$ cat src/rtl/idex_hazard_if.sv
// Handshake/control bundle between the pipeline stage registers and idex_hazard_ctrl.
// Latency: wires only. The master side is the pipeline and drives the ID/EX view and the stall sources.
// Backpressure: none of its own. The slave side (controller) returns enables, flush and bubble.
// The stall_cnt and flush_cnt statistics outputs exist only when HAZARD_STATS_EN is defined.
interface idex_hazard_if #(
    parameter int OP_W  = 5,
    parameter int REG_W = 9
);
    logic [OP_W-1:0]  id_opcode;
    logic [REG_W-1:0] id_rs;
    logic [REG_W-1:0] id_rt;
    logic [OP_W-1:0]  ex_opcode;
    logic [REG_W-1:0] ex_rd;
    logic             branch_taken;
    logic             mem_busy;
    logic             pc_en;
    logic             ifid_en;
    logic             ifid_flush;
    logic             idex_en;
    logic             idex_bubble;
    logic [1:0]       state;
`ifdef HAZARD_STATS_EN
    logic [15:0]      stall_cnt;
    logic [15:0]      flush_cnt;

    modport master (
        output id_opcode, id_rs, id_rt, ex_opcode, ex_rd, branch_taken, mem_busy,
        input  pc_en, ifid_en, ifid_flush, idex_en, idex_bubble, state,
        input  stall_cnt, flush_cnt
    );

    modport slave (
        input  id_opcode, id_rs, id_rt, ex_opcode, ex_rd, branch_taken, mem_busy,
        output pc_en, ifid_en, ifid_flush, idex_en, idex_bubble, state,
        output stall_cnt, flush_cnt
    );
`else
    modport master (
        output id_opcode, id_rs, id_rt, ex_opcode, ex_rd, branch_taken, mem_busy,
        input  pc_en, ifid_en, ifid_flush, idex_en, idex_bubble, state
    );

    modport slave (
        input  id_opcode, id_rs, id_rt, ex_opcode, ex_rd, branch_taken, mem_busy,
        output pc_en, ifid_en, ifid_flush, idex_en, idex_bubble, state
    );
`endif
endinterface

$ cat src/rtl/idex_hazard_ctrl.sv
// Pipeline sequencer for PC, IF/ID and ID/EX: handles load-use, multi-cycle EX, branch flush and memory stalls.
// Latency: all controls are combinational from state/cnt/inputs. The stage registers sample them at the next edge.
// Backpressure: mem_busy freezes everything and holds the sequence. Optional HAZARD_STATS_EN adds saturating counters.
module idex_hazard_ctrl #(
    parameter int              OP_W         = 5,
    parameter int              REG_W        = 9,
    parameter logic [OP_W-1:0] LOAD_OP      = 5'b01000,
    parameter logic [OP_W-1:0] MULTI_OP     = 5'b01100,
    parameter int              MULTI_CYCLES = 4,
    parameter int              BRANCH_SLOTS = 2
) (
    input  logic              clk,
    input  logic              rst,
    idex_hazard_if.slave      hif
);

    // The counter only ever needs to hold the larger of the two reload values.
    localparam int CNT_MAX_MC = MULTI_CYCLES - 2;
    localparam int CNT_MAX_BR = (BRANCH_SLOTS >= 2) ? (BRANCH_SLOTS - 2) : 0;
    localparam int CNT_MAX    = (CNT_MAX_MC > CNT_MAX_BR) ? CNT_MAX_MC : CNT_MAX_BR;
    localparam int CNT_W      = (CNT_MAX < 1) ? 1 : $clog2(CNT_MAX + 1);

    localparam logic [CNT_W-1:0] MC_LOAD = CNT_W'(CNT_MAX_MC);
    localparam logic [CNT_W-1:0] BR_LOAD = CNT_W'(CNT_MAX_BR);

    typedef enum logic [1:0] {
        RUN     = 2'd0,
        MC_BUSY = 2'd1,
        FLUSH   = 2'd2
    } state_t;

    state_t           state_q;
    state_t           state_d;
    logic [CNT_W-1:0] cnt_q;
    logic [CNT_W-1:0] cnt_d;

    logic pc_en_c;
    logic ifid_en_c;
    logic ifid_flush_c;
    logic idex_en_c;
    logic idex_bubble_c;
    logic load_use;

    // id_opcode is part of the ID view but does not influence sequencing.
    logic unused_id_opcode;
    assign unused_id_opcode = ^hif.id_opcode;

    // Load-use hazard: a load in EX whose destination feeds an ID source; r0 is never a hazard.
    assign load_use = (hif.ex_opcode == LOAD_OP) &&
                      (hif.ex_rd != '0) &&
                      ((hif.ex_rd == hif.id_rs) || (hif.ex_rd == hif.id_rt));

    // State and residency counter register.
    always_ff @(posedge clk) begin
        if (rst) begin
            state_q <= RUN;
            cnt_q   <= '0;
        end else begin
            state_q <= state_d;
            cnt_q   <= cnt_d;
        end
    end

    // Next-state and output decode: rst, then mem_busy, then the current-state rules.
    always_comb begin
        pc_en_c       = 1'b1;
        ifid_en_c     = 1'b1;
        ifid_flush_c  = 1'b0;
        idex_en_c     = 1'b1;
        idex_bubble_c = 1'b0;
        state_d       = state_q;
        cnt_d         = cnt_q;

        if (rst) begin
            // Front end keeps moving but loads NOPs so nothing stale survives reset.
            ifid_flush_c  = 1'b1;
            idex_bubble_c = 1'b1;
            state_d       = RUN;
            cnt_d         = '0;
        end else if (hif.mem_busy) begin
            // Whole front end frozen; sequence position is preserved.
            pc_en_c   = 1'b0;
            ifid_en_c = 1'b0;
            idex_en_c = 1'b0;
        end else begin
            case (state_q)
                RUN: begin
                    if (hif.branch_taken) begin
                        // Wrong-path instructions in IF/ID and ID are squashed.
                        ifid_flush_c  = 1'b1;
                        idex_bubble_c = 1'b1;
                        if (BRANCH_SLOTS >= 2) begin
                            cnt_d   = BR_LOAD;
                            state_d = FLUSH;
                        end
                    end else if (hif.ex_opcode == MULTI_OP) begin
                        // First frozen cycle of the multi-cycle op; the rest are counted in MC_BUSY.
                        pc_en_c   = 1'b0;
                        ifid_en_c = 1'b0;
                        idex_en_c = 1'b0;
                        cnt_d     = MC_LOAD;
                        state_d   = MC_BUSY;
                    end else if (load_use) begin
                        // Hold the consumer in ID and push a bubble into EX; the load moves on to MEM.
                        pc_en_c       = 1'b0;
                        ifid_en_c     = 1'b0;
                        idex_bubble_c = 1'b1;
                    end
                end

                MC_BUSY: begin
                    if (cnt_q != '0) begin
                        pc_en_c   = 1'b0;
                        ifid_en_c = 1'b0;
                        idex_en_c = 1'b0;
                        cnt_d     = cnt_q - 1'b1;
                    end else begin
                        // Release cycle: the op leaves EX as the next instruction enters.
                        state_d = RUN;
                    end
                end

                FLUSH: begin
                    ifid_flush_c  = 1'b1;
                    idex_bubble_c = 1'b1;
                    if (cnt_q == '0) begin
                        state_d = RUN;
                    end else begin
                        cnt_d = cnt_q - 1'b1;
                    end
                end

                default: begin
                    // Encoding 3 is never entered; recover to RUN if it ever appears.
                    state_d = RUN;
                    cnt_d   = '0;
                end
            endcase
        end
    end

    assign hif.pc_en       = pc_en_c;
    assign hif.ifid_en     = ifid_en_c;
    assign hif.ifid_flush  = ifid_flush_c;
    assign hif.idex_en     = idex_en_c;
    assign hif.idex_bubble = idex_bubble_c;
    assign hif.state       = state_q;

`ifdef HAZARD_STATS_EN
    logic [15:0] stall_q;
    logic [15:0] flush_q;

    // Saturating counts of PC-stall cycles and IF/ID flush cycles outside reset.
    always_ff @(posedge clk) begin
        if (rst) begin
            stall_q <= '0;
            flush_q <= '0;
        end else begin
            if (!pc_en_c && (stall_q != 16'hFFFF)) begin
                stall_q <= stall_q + 16'd1;
            end
            if (ifid_flush_c && (flush_q != 16'hFFFF)) begin
                flush_q <= flush_q + 16'd1;
            end
        end
    end

    assign hif.stall_cnt = stall_q;
    assign hif.flush_cnt = flush_q;
`endif

endmodule

$ cat src/flat_wrapper.sv
// flat-port wrapper written by rule: the top's interface ports become plain ports
module idex_hazard_ctrl_flat 
#(
    parameter int              OP_W         = 5,
    parameter int              REG_W        = 9,
    parameter logic [OP_W-1:0] LOAD_OP      = 5'b01000,
    parameter logic [OP_W-1:0] MULTI_OP     = 5'b01100,
    parameter int              MULTI_CYCLES = 4,
    parameter int              BRANCH_SLOTS = 2
)
  (clk, rst, hif_id_opcode, hif_id_rs, hif_id_rt, hif_ex_opcode, hif_ex_rd, hif_branch_taken, hif_mem_busy, hif_pc_en, hif_ifid_en, hif_ifid_flush, hif_idex_en, hif_idex_bubble, hif_state);
  idex_hazard_if #(.OP_W(OP_W), .REG_W(REG_W)) hif_i ();
  input  logic clk;
  input  logic rst;
  input wire logic [$bits(hif_i.id_opcode)-1:0] hif_id_opcode;
  input wire logic [$bits(hif_i.id_rs)-1:0] hif_id_rs;
  input wire logic [$bits(hif_i.id_rt)-1:0] hif_id_rt;
  input wire logic [$bits(hif_i.ex_opcode)-1:0] hif_ex_opcode;
  input wire logic [$bits(hif_i.ex_rd)-1:0] hif_ex_rd;
  input wire logic [$bits(hif_i.branch_taken)-1:0] hif_branch_taken;
  input wire logic [$bits(hif_i.mem_busy)-1:0] hif_mem_busy;
  output wire logic [$bits(hif_i.pc_en)-1:0] hif_pc_en;
  output wire logic [$bits(hif_i.ifid_en)-1:0] hif_ifid_en;
  output wire logic [$bits(hif_i.ifid_flush)-1:0] hif_ifid_flush;
  output wire logic [$bits(hif_i.idex_en)-1:0] hif_idex_en;
  output wire logic [$bits(hif_i.idex_bubble)-1:0] hif_idex_bubble;
  output wire logic [$bits(hif_i.state)-1:0] hif_state;
  assign hif_i.id_opcode = hif_id_opcode;
  assign hif_i.id_rs = hif_id_rs;
  assign hif_i.id_rt = hif_id_rt;
  assign hif_i.ex_opcode = hif_ex_opcode;
  assign hif_i.ex_rd = hif_ex_rd;
  assign hif_i.branch_taken = hif_branch_taken;
  assign hif_i.mem_busy = hif_mem_busy;
  assign hif_pc_en = hif_i.pc_en;
  assign hif_ifid_en = hif_i.ifid_en;
  assign hif_ifid_flush = hif_i.ifid_flush;
  assign hif_idex_en = hif_i.idex_en;
  assign hif_idex_bubble = hif_i.idex_bubble;
  assign hif_state = hif_i.state;
  idex_hazard_ctrl #(.OP_W(OP_W), .REG_W(REG_W), .LOAD_OP(LOAD_OP), .MULTI_OP(MULTI_OP), .MULTI_CYCLES(MULTI_CYCLES), .BRANCH_SLOTS(BRANCH_SLOTS)) u_core (.clk(clk), .rst(rst), .hif(hif_i));
endmodule
$ cat config.mk
export PLATFORM = sky130hd
export DESIGN_NAME = idex_hazard_ctrl_flat
export DESIGN_NICKNAME = d
export VERILOG_FILES = /design/src/rtl/idex_hazard_if.sv /design/src/rtl/idex_hazard_ctrl.sv /design/src/flat_wrapper.sv
export SDC_FILE = /design/constraint.sdc
export NUM_CORES = 1
export LEC_CHECK = 0
export ABC_CLOCK_PERIOD_IN_PS = 2850
export BUFFER_PORTS_ARGS = -buffer_cell sky130_fd_sc_hd__buf_4
export CELL_PAD_IN_SITES_DETAIL_PLACEMENT = 1
export CELL_PAD_IN_SITES_GLOBAL_PLACEMENT = 1
export CORE_ASPECT_RATIO = 1.4
export CORE_MARGIN = 2
export CORE_UTILIZATION = 26
export CTS_BUF_LIST = sky130_fd_sc_hd__clkbuf_4 sky130_fd_sc_hd__clkbuf_8
export CTS_CLUSTER_SIZE = 14
export DETAILED_ROUTE_END_ITERATION = 12
export GPL_ROUTABILITY_DRIVEN = 0
export PLACE_DENSITY = 0.81
export SYNTH_ARGS = -nofsm -noshare
export SYNTH_HDL_FRONTEND = slang
export SYNTH_SLANG_ARGS = --single-unit
$ cat constraint.sdc
create_clock -name clk -period 2.85 [get_ports clk]
set_input_delay 0.7125 -clock clk [delete_from_list [all_inputs] [get_ports clk]]
set_output_delay 0.7125 -clock clk [all_outputs]
set_load 0.005 [all_outputs]
* Word level (Yosys, flattened, before mapping) *
Index checks and enable logic that the tools add are counted.
Widths: inputs -> output; s select.

storage, ports and cells
  bits in read-only memories = 0
  memories = 0
  RAM bits = 0
  flip-flop bits (word level) = 4
  bits in latches = 0

operators by class
  mux-type cells = 32
  add/sub/neg operators = 1
  divide/modulo/power cells = 0
  bitwise operators = 1
  equality and inequality tests = 11
  reductions and logical operators = 9
  magnitude comparators = 0
  multiply operators = 0
  shift-type cells = 0

operator list
  cell                 count
  $eq 9x9->1           2
  $mux 1               18
  $mux 2               8
  $pmux 2 s3           2
  $eq 5x4->1 const B   2
  $reduce_bool 9->1    1
  $pmux 1 s2           4
  $reduce_and 4->1     2
  $logic_not 2->1      2
  $ne 2x1->1 const B   2
  $ne 2x2->1 const B   2
  $ne 3x2->1 const B   1
  $eq 2x1->1 const B   1
  $eq 2x2->1 const B   1
  $logic_and 1x1->1    2
  $reduce_bool 2->1    1
  $sub 2x1->2 const B  1
  $logic_or 1x1->1     1
  $not 1->1            1

* Logic depth before layout (Yosys ltp) *
Gate-level depths: netlist (run 1).

  depth in word-level cells = 9
  depth in mapped cells = 8

* Worst setup path after synthesis (run 1) *
OpenSTA, ideal clock, no wires.

  kind = input port to output port
  start = input hif_ex_rd[5]
  end = output hif_pc_en
  buffers on the path = 1
  required time = 2.138 ns
  cell stages on the path = 5
  arrival = 1.833 ns
  slack = 0.304 ns
  path through = or4_1 > nor3_1 > a211oi_1 > a31oi_1 > buf_4

between the ends
  longest elaborated chain between the ends = 9
  elaborated cells between the ends (all ways) = 12

ends and longest elaborated chain
  what                                                          line                                            source
  start, declared                                               flat_wrapper.sv:19                              input wire logic [$bits(hif_i.ex_rd)-1:0] hif_ex_rd;
  $eq 9x9->1 / $reduce_bool 9->1 (equally long branches)        idex_hazard_ctrl.sv:51, idex_hazard_ctrl.sv:50
  $logic_or 1x1->1 / $logic_and 1x1->1 (equally long branches)  idex_hazard_ctrl.sv:51, idex_hazard_ctrl.sv:49
  $logic_and 1x1->1 *                                           idex_hazard_ctrl.sv:50                          (hif.ex_rd != '0) &&
  $mux 1 * (3 in a row)                                         -
  $pmux 1 s2 *                                                  -
  $mux 1 * (2 in a row)                                         -
  end, declared                                                 flat_wrapper.sv:22                              output wire logic [$bits(hif_i.pc_en)-1:0] hif_pc_en;

Every way passes the cells marked *; elsewhere a longest branch is shown, timed or not.

* Worst setup path in the final report (run 1) *
  start = input hif_ex_rd[5]
  end = output hif_idex_bubble

between the ends
  longest elaborated chain between the ends = 9
  elaborated cells between the ends (all ways) = 12

ends and longest elaborated chain
  what                                                          line                                            source
  $eq 9x9->1 / $reduce_bool 9->1 (equally long branches)        idex_hazard_ctrl.sv:51, idex_hazard_ctrl.sv:50
  $logic_or 1x1->1 / $logic_and 1x1->1 (equally long branches)  idex_hazard_ctrl.sv:51, idex_hazard_ctrl.sv:49
  $logic_and 1x1->1 *                                           idex_hazard_ctrl.sv:50
  $mux 1 *                                                      idex_hazard_ctrl.sv:103                         end else if (load_use) begin
  $mux 1 *                                                      idex_hazard_ctrl.sv:96                          end else if (hif.ex_opcode == MULTI_OP) begin
  $mux 1 *                                                      idex_hazard_ctrl.sv:88                          if (hif.branch_taken) begin
  $pmux 1 s2 *                                                  idex_hazard_ctrl.sv:86                          case (state_q)
  $mux 1 *                                                      idex_hazard_ctrl.sv:80                          end else if (hif.mem_busy) begin
  $mux 1 *                                                      idex_hazard_ctrl.sv:74                          if (rst) begin
  end, declared                                                 flat_wrapper.sv:26                              output wire logic [$bits(hif_i.idex_bubble)-1:0] hif_idex_bubble;

Marked as above.

==> results.yml, run 1 <==
power_and_ir_drop:
  seq_power_share_pct: 23.2
  p_comb_share_pct: 49.5
  irDropWorstVdd_mv: 0.109
  p_leak_nw: 0.446
  p_int_mw: 0.184
  p_per_area_nw_per_um2: 286
  pwr-share-clk_pct: 27.3
  sw_frac_of_total_pct: 33.0
  switching_power_mw: 0.0908
critical_path:
  max_stage_delay_ps: 530
  required_ps: 2140
  arrival_ps: 2040
  slowest_stage: "or4_1"
  cp_top_family: "simple AND/OR/NAND/NOR gates"
  crit_path_end_kind: "output port"
  crit_top_cell: "buf_4"
  cp_max_fo: 3
  cp_cell_sequence: "buf_4 > or4_1 > nor3_2 > a211oi_2 > a41o_1 > buf_4"
  start_kind: "input port"
  timing.rr.start: "u_core.hif.state[0]"
  crit_start: "hif_ex_rd[5]"
  critPathBufInv: 2
  path_class: "input port to output port"
drt:
  antenna_left: 0
  wl_per_cell_um: 13.3
  drtIter0Drc: 1
  drt_wl_total_um: 1880
  firstDrtPassIters: 2
  vias_per_cell: 5.10
  drc: 0
  num_vias: 719
finish:
  mostFrequentLayoutCells: "42 x buf_4, 11 x xor2_1, 9 x inv_1"
  areaGrowthSynthToFinish_pct: 63.8
  diodes: 0
  utilization_pct: 44.7
  n_fill_cell: 275
  instances_no_fill: 141
  seqCellArea_um2: 80.1
  drive_gt1_share_pct: 43.7
  finalNetCount: 167
  layout_commonest_cell: "buf_4"
  multi_input_area_um2: 482
  finalInstanceArea_um2: 961
die:
  die_y_um: 60.2
  die_x_um: 44.2
  core_um2: 2150
  start_util_pct: 27.3
  ioPinCount: 48
  dieArea_um2: 2660
  num_rows: 20
global_route:
  grt_pass1_wl_um: 3170
  overflow: 0
  grt_pass1_vias: 776
  grt_max_degree: 7
  grt_usage_pct: 16.3
  antenna_found_initial: 0
clock_tree:
  clk_pin_slew_worst_paths_ps: 40
  post_cts_buffers: 0
  ctsHoldBuffers: 0
  cts_buffers: 3
  htreeDepth: 1
  clockBufferDepth: 2
  cts_tree: "yes"
  cts_num_sinks: 4
  insertion_delay_ps: 250
  clk_root_buffer_cell: "clkbuf_4"
logic_synthesis:
  ys_seq_area_share_pct: 13.6
  synthXorXnorAreaFrac_pct: 26.9
  yosysTopAreaCellShare_pct: 16.4
  synthTopCellsByArea: "xor2_1 16%, dfxtp_1 14%, ha_1 11%"
  synth_cell_type_count: 29
  synth_area_um2: 587
  synth_top_family_by_area: "XOR/XNOR gates"
  syn_inst: 75
  synth-warning-count: 0
  syn_nets: 121
  synth-seq-cells: 4
  yosys.area_share.simple_pct: 20.5
  muxShareOfSynthArea_pct: 3.41
  synth_area_per_cell_um2: 7.82
  synth_top_area_cell: "xor2_1"
  synth-compound-area-share_pct: 17.9
  synth_fa_ha_area_share_pct: 10.7
timing:
  timing.slew.headroom_pct: 77.0
  layout_setup_ws_ps: 95.7
  setup_violations: 0
  slew_viol_final: 0
  worst-slew-pin-transition_ps: 343
  rsz0062_at_grt: "no"
  fmax_mhz: 363
  min_period_over_period_pct: 96.6
  finClkSkew_ps: 1.89
  hold_viol_final: 0
  fin_crit_ps: 2750
placement:
  dp_slack_ps: -20.9
  hpwl_um: 1700
  dp.cells: 138
  place_area_um2: 922
  port_buffers: 42
flow_run:
  max-cap-violations: 0
status:
  status: "complete, no violations"
min_path:
  hold_start: "u_core.cnt_q[0]"
  hold_path.class: "flop to flop"
-- per-stage QoR --
stage	total power, mW	hold slack (ps)	TNS, ps
2_1_floorplan	0.129	430	0
3_3_place_gp	0.196	443	0
3_5_place_dp	0.201	457	-41.4
4_1_cts	0.278	462	0
5_1_grt	0.302	488	0
6_report	0.275	463	0
-- worst min-delay path, stage by stage, from the launching register on --
cell,delay [ps]
dfxtp_1,310
nand2_1,50
a21oi_1,60
-- state kept, by name (all words and copies together), names as in the netlist --
| name | flops |
|---|---|
| u_core.cnt_q | 2 |
| u_core.hif.state | 2 |
-- layer usage --
layer / vias up / GRT usage (%) / wire length (µm)
li1: 349 / - / -
met1: 324 / 14.0 / 577
met2: 41 / 32.4 / 1050
met3: 5 / 5.14 / 199
met4: 0 / 7.79 / 45
met5: - / 0 / 0
-- power by group through the flow --
stage	Sequential [mW]	Combinational, mW	Clock, mW
after floorplan	0.0642	0.0649	0
after global placement	0.0645	0.132	0
after detailed placement	0.0648	0.136	0
after CTS	0.0639	0.137	0.0770
after global routing	0.0645	0.152	0.0854
final	0.0639	0.136	0.0750
-- synth_stat cells --
cell type  number
nor4_1          2
xor2_1         11
xnor2_1         7
nor2b_1         1
a41o_1          1
or4b_4          1
nand4_1         1
nor2_1          2
and2_1          1
buf_4           1
mux2i_1         2
a31oi_1         1
a21oi_2         1
ha_1            5
nor3_1          3
nand3b_1        1
or3_1           1
o21ai_2         1
a21oi_1         3
a22o_1          1
nand3_2         1
o211ai_1        1
o21ai_0         5
nand3_1         2
or4_1           1
a211oi_1        2
dfxtp_1         4
nand2_1         3
inv_1           9
-- cells by family after synthesis --
logic type	Yosys count
buffers and inverters	10
AO/OA/AOI/OAI	16
flip-flops	4
AND/OR/NAND/NOR	20
XOR/XNOR	18
adder cells (fa/ha/maj)	5
multiplexers	2
-- cell type report --
cell class	instances	area share (%)
timing repair buffer	42	32.8
tap	22	2.86
multi-input combinational	61	50.1
inverter	9	3.52
clock buffer	3	2.34
sequential	4	8.33
-- final timing paths --
path	slack (ps)	depth (start not counted)	end
min	460	2	u_core.cnt_q[0]
max reg2reg	1120	7	u_core.cnt_q[1]
max	100	6	hif_idex_bubble
min reg2reg	460	2	u_core.cnt_q[0]
-- what timing repair did --
action                                  in CTS  in global routing
resized for setup                            0                  3
endpoints found under the hold margin        0                  0
endpoints found under the setup margin       2                  3
pin swaps                                    1                  1
(Power assumes the default switching activity.)
==> inputs of run 2 (changes only) <==
--- a/config.mk
+++ b/config.mk
@@ -17,6 +17,7 @@
 export DETAILED_ROUTE_END_ITERATION = 12
 export GPL_ROUTABILITY_DRIVEN = 0
 export PLACE_DENSITY = 0.81
+export RECOVER_POWER = 100
 export SYNTH_ARGS = -nofsm -noshare
 export SYNTH_HDL_FRONTEND = slang
 export SYNTH_SLANG_ARGS = --single-unit
==> constraint.sdc (replaced) <==
create_clock -name clk -period 2.85 [get_ports clk]
set_input_delay 0.7125 -clock clk [delete_from_list [all_inputs] [get_ports clk]]
set_output_delay 0.7125 -clock clk [all_outputs]
set_load 0.05 [all_outputs]
==> run 2 against run 1 <==
Against the previous run:
- die area unchanged
- count of clock-buffer cells in the layout unchanged
- clock skew decreased by 1.2 ps
- power increased by 11%
- combinational power increased by 27%
- first-iteration DRC count increased to 6.0 times the previous value
- routed wire length increased by 4.9%
- global-route usage increased by 0.41 points
- sequential share of layout area decreased by 0.17 points
- non-clock buffer count increased by 3
- sequential power increased by 0.8%
- fmax decreased by 0.87%
- critical path type unchanged
- critical endpoint unchanged
- largest cell class unchanged
- largest power group unchanged
==> results.yml, run 2 (synthesized netlist as in run 1, its figures left out) <==
finish:
  finalNetCount: 170
  diodes: 0
  mostFrequentLayoutCells: "39 x buf_4, 11 x xor2_1, 9 x inv_1"
  areaGrowthSynthToFinish_pct: 72.3
  drive_gt1_share_pct: 45.9
  layout_commonest_cell: "buf_4"
die:
  start_util_pct: 27.3
  core_um2: 2150
  dieArea_um2: 2660
  num_rows: 20
  die_y_um: 60.2
  ioPinCount: 48
  die_x_um: 44.2
timing:
  hold_viol_final: 0
  whs_ps: 467
  timing.slew.headroom_pct: 60.4
  fmax_mhz: 360
  finClkSkew_ps: 0.730
  worst-slew-pin-transition_ps: 597
  tns_ps: 0
  min_period_over_period_pct: 97.5
  setup_violations: 0
  rsz0062_at_grt: "no"
  fin_crit_ps: 2780
  slew_viol_final: 0
clock_tree:
  cts_num_sinks: 4
  post_cts_buffers: 0
  cts_tree: "yes"
  clk_root_buffer_cell: "clkbuf_4"
  htreeDepth: 1
  insertion_delay_ps: 230
  ctsHoldBuffers: 0
  clk_pin_slew_worst_paths_ps: 30
  clockBufferDepth: 2
  cts_buffers: 3
drt:
  firstDrtPassIters: 4
  wl_per_cell_um: 13.7
  vias_per_cell: 4.99
  wl_met1_um: 674
  highest_layer: "met4"
  num_vias: 719
  antenna_left: 0
  drtIter0Drc: 6
  drc: 0
  drt_wl_total_um: 1970
  dr_wl_met3_um: 146
  wl_met2_um: 1130
power_and_ir_drop:
  irDropWorstVdd_mv: 0.208
  p_leak_nw: 0.458
  total_power_mw: 0.305
  p_per_area_nw_per_um2: 302
global_route:
  grt_pass1_vias: 812
  grt_usage_pct: 16.7
  antenna_found_initial: 0
  grt_max_degree: 7
  overflow: 0
  grt_pass1_wl_um: 3320
min_path:
  hold_path.class: "flop to flop"
critical_path:
  cp_max_fo: 3
  crit_path_end_kind: "output port"
  path_class: "input port to output port"
  start_kind: "input port"
  arrival_ps: 2070
  required_ps: 2140
placement:
  port_buffers: 42
  hpwl_um: 1740
flow_run:
  max-cap-violations: 0
status:
  status: "complete, no violations"
## run 2: cell types whose count changed in the layout (fill, tap and decap cells not counted), moves of 2 or more
cell      previous run  this run
buf_4               42        39
clkbuf_1             0         3
clkbuf_4             3         5
dfxtp_1              4         2
dfxtp_2              0         2
o21ai_0              5         3
## run 2: critical path, cell delays in order
cell      delay, ps
clkbuf_4        110
or4b_4          560
a211oi_4        300
a41o_1          230
buf_6           160
## run 2: per-layer routing
| layer | track usage (%) | up-vias |
|---|---|---|
| met3 | 0.302 | 2 |
| li1 | - | 355 |
| met5 | 0 | - |
| met2 | 35.7 | 35 |
| met1 | 16.2 | 327 |
| met4 | 5.19 | 0 |
## run 2: where the power goes
| group | internal (mW) | total [mW] | switching (mW) |
|---|---|---|---|
| Sequential | 0.0610 | 0.0644 | 0.00340 |
| Clock | 0.0469 | 0.0676 | 0.0207 |
| Combinational | 0.0800 | 0.173 | 0.0932 |
| Total | 0.188 | 0.305 | 0.117 |
## run 2: repair_timing
action                     4_1_cts  5_1_grt
pin swaps                        4        2
resized for setup                7        3
setup endpoints to repair        3        4
## run 2: final timing paths
check | start | endpoint | slack (ps) | depth (start not counted)
setup reg to reg | u_core.hif.state[1] | u_core.hif.state[1] | 1080 | 7
setup / recovery | hif_ex_opcode[1] | hif_idex_bubble | 70 | 5
hold / removal | u_core.cnt_q[1] | u_core.cnt_q[1] | 470 | 2
hold reg to reg | u_core.cnt_q[1] | u_core.cnt_q[1] | 470 | 2
## run 2: area by class of cell
cell class              count  area [µm²]
fillers                   273        1140
multi-input cells          61         514
repair buffers             45         330
flip-flops and latches      4        82.6
inverters                   9        33.8
well taps                  22        27.5
clock buffers               3        22.5
## run 2: through the flow
step	std cells	util (%)	cell area, µm²	setup WS [ps]
after CTS	144	47.7	1030	17.4
final	144	47.0	1010	71.6
after detailed placement	141	45.3	976	-66.7
after global routing	144	47.0	1010	20.3
after global placement	141	45.3	976	-26.0
after floorplan	75	-	622	14.6
==> inputs of run 3 (changes only) <==
--- a/config.mk
+++ b/config.mk
@@ -11,12 +11,12 @@
 export CELL_PAD_IN_SITES_GLOBAL_PLACEMENT = 1
 export CORE_ASPECT_RATIO = 1.4
 export CORE_MARGIN = 2
-export CORE_UTILIZATION = 26
+export CORE_UTILIZATION = 25
 export CTS_BUF_LIST = sky130_fd_sc_hd__clkbuf_4 sky130_fd_sc_hd__clkbuf_8
 export CTS_CLUSTER_SIZE = 14
 export DETAILED_ROUTE_END_ITERATION = 12
 export GPL_ROUTABILITY_DRIVEN = 0
-export PLACE_DENSITY = 0.81
+export PLACE_DENSITY = 0.78
 export RECOVER_POWER = 100
 export SYNTH_ARGS = -nofsm -noshare
 export SYNTH_HDL_FRONTEND = slang
==> run 3 against run 2 <==
Against the previous run:
- non-clock buffer count is the same
- die area grew 3.7%
- power shrank 0.96%
- combinational power is essentially flat
- final area shrank 0.37%
- via count shrank 2.2%
- critical endpoint is now hif_pc_en
- largest power group unchanged
==> results.yml, run 3 (synthesized netlist as in run 1, its figures left out) <==
power_and_ir_drop:
  p_per_area_nw_per_um2: 300
  p_comb_share_pct: 56.8
  p_int_mw: 0.188
  sw_frac_of_total_pct: 37.7
  switching_power_mw: 0.114
  seq_power_share_pct: 21.1
  irDropWorstVdd_mv: 0.236
  p_leak_nw: 0.462
  pwr-share-clk_pct: 22.1
global_route:
  overflow: 0
  grt_pass1_wl_um: 2880
  grt_pass1_vias: 727
  antenna_found_initial: 0
  grt_usage_pct: 14.1
  grt_max_degree: 7
drt:
  drt_wl_total_um: 1830
  drtIter0Drc: 6
  num_vias: 703
  wl_per_cell_um: 12.7
  firstDrtPassIters: 3
  vias_per_cell: 4.88
  drc: 0
  antenna_left: 0
critical_path:
  timing.rr.start: "u_core.hif.state[0]"
  slowest_stage: "or4_4"
  max_stage_delay_ps: 430
  start_kind: "input port"
  path_class: "input port to output port"
  arrival_ps: 2120
  crit_top_cell: "buf_4"
  crit_start: "hif_ex_rd[8]"
  cp_cell_sequence: "buf_4 > buf_4 > or4_4 > nor3_4 > a211oi_4 > a31oi_4 > buf_4"
  required_ps: 2140
  cp_max_fo: 2
  crit_path_end_kind: "output port"
clock_tree:
  cts_num_sinks: 4
  clk_root_buffer_cell: "clkbuf_4"
  htreeDepth: 1
  cts_tree: "yes"
  cts_buffers: 3
  clk_pin_slew_worst_paths_ps: 30
  insertion_delay_ps: 230
  clockBufferDepth: 2
  ctsHoldBuffers: 0
die:
  die_y_um: 61.3
  start_util_pct: 26.6
  ioPinCount: 48
  die_x_um: 44.9
  dieArea_um2: 2760
  core_um2: 2200
  num_rows: 20
finish:
  finalNetCount: 170
  areaGrowthSynthToFinish_pct: 71.6
  mostFrequentLayoutCells: "42 x buf_4, 11 x xor2_1, 9 x inv_1"
  layout_commonest_cell: "buf_4"
  n_fill_cell: 280
  drive_gt1_share_pct: 45.1
  utilization_pct: 45.7
  diodes: 0
timing:
  rsz0062_at_grt: "yes"
  fin_crit_ps: 2830
  setup_violations: 0
  whs_ps: 456
  hold_viol_final: 0
  timing.slew.headroom_pct: 59.7
  slew_viol_final: 0
  worst-slew-pin-transition_ps: 607
  fmax_mhz: 354
  finClkSkew_ps: 0.108
  min_period_over_period_pct: 99.2
placement:
  port_buffers: 42
  hpwl_um: 1650
min_path:
  hold_start: "u_core.cnt_q[1]"
  hold_path.class: "flop to flop"
status:
  status: "complete, no violations"
flow_run:
  max-cap-violations: 0
[run 3: what timing repair did]
| action | CTS | global route |
|---|---|---|
| gates cloned | 0 | 0 |
| gates resized for setup | 1 | 6 |
| pin swaps | 0 | 2 |
| setup buffers | 0 | 0 |
| setup endpoints to repair | 3 | 2 |
[run 3: cell type report]
| class | count | area [µm²] | area share, % |
|---|---|---|---|
| multi-input cells | 61 | 508 | 50.4 |
| inverters | 9 | 33.8 | 3.35 |
| flip-flops and latches | 4 | 81.3 | 8.07 |
| well taps | 22 | 27.5 | 2.73 |
| clock buffers | 3 | 22.5 | 2.24 |
| repair buffers | 45 | 334 | 33.2 |
[run 3: stage by stage]
step | instance area [µm²] | setup WS (ps) | instances | setup TNS [ps] | total power, mW
global route | 1010 | -24.7 | 144 | -70.8 | 0.326
finish | 1010 | 21.5 | 144 | 0 | 0.302
floorplan | 622 | 14.6 | 75 | 0 | 0.163
CTS | 998 | 3.53 | 144 | 0 | 0.309
global placement | 976 | -67.6 | 141 | -67.6 | 0.234
detailed placement | 976 | -94.8 | 141 | -138 | 0.238
[run 3: routing by layer]
metal | vias up | wire, µm | track usage (%)
met3 | 0 | 175 | 2.93
met2 | 31 | 1050 | 29.6
met5 | - | 0 | 0
met1 | 318 | 605 | 12.4
met4 | 0 | 0 | 5.04
li1 | 354 | - | -
[run 3: worst paths after layout]
path | endpoint | slack (ps) | cells after the start
worst max-delay path | hif_pc_en | 20 | 7
worst min-delay path | u_core.cnt_q[1] | 460 | 2
worst max register to register | u_core.cnt_q[1] | 1070 | 7
worst min register to register | u_core.cnt_q[1] | 460 | 2
[run 3: power groups by stage]
stage               registers (mW)  logic [mW]  clock network (mW)
finish                      0.0639       0.172              0.0668
global route                0.0647       0.186              0.0747
CTS                         0.0644       0.174              0.0703
detailed placement          0.0652       0.173                   0
global placement            0.0648       0.169                   0
floorplan                   0.0716      0.0919                   0
[run 3: critical path, delay by kind of cell]
kind	cells	cell delay, ps
buffers and inverters	3	470
AO/OA/AOI/OAI	2	300
AND/OR/NAND/NOR	2	640
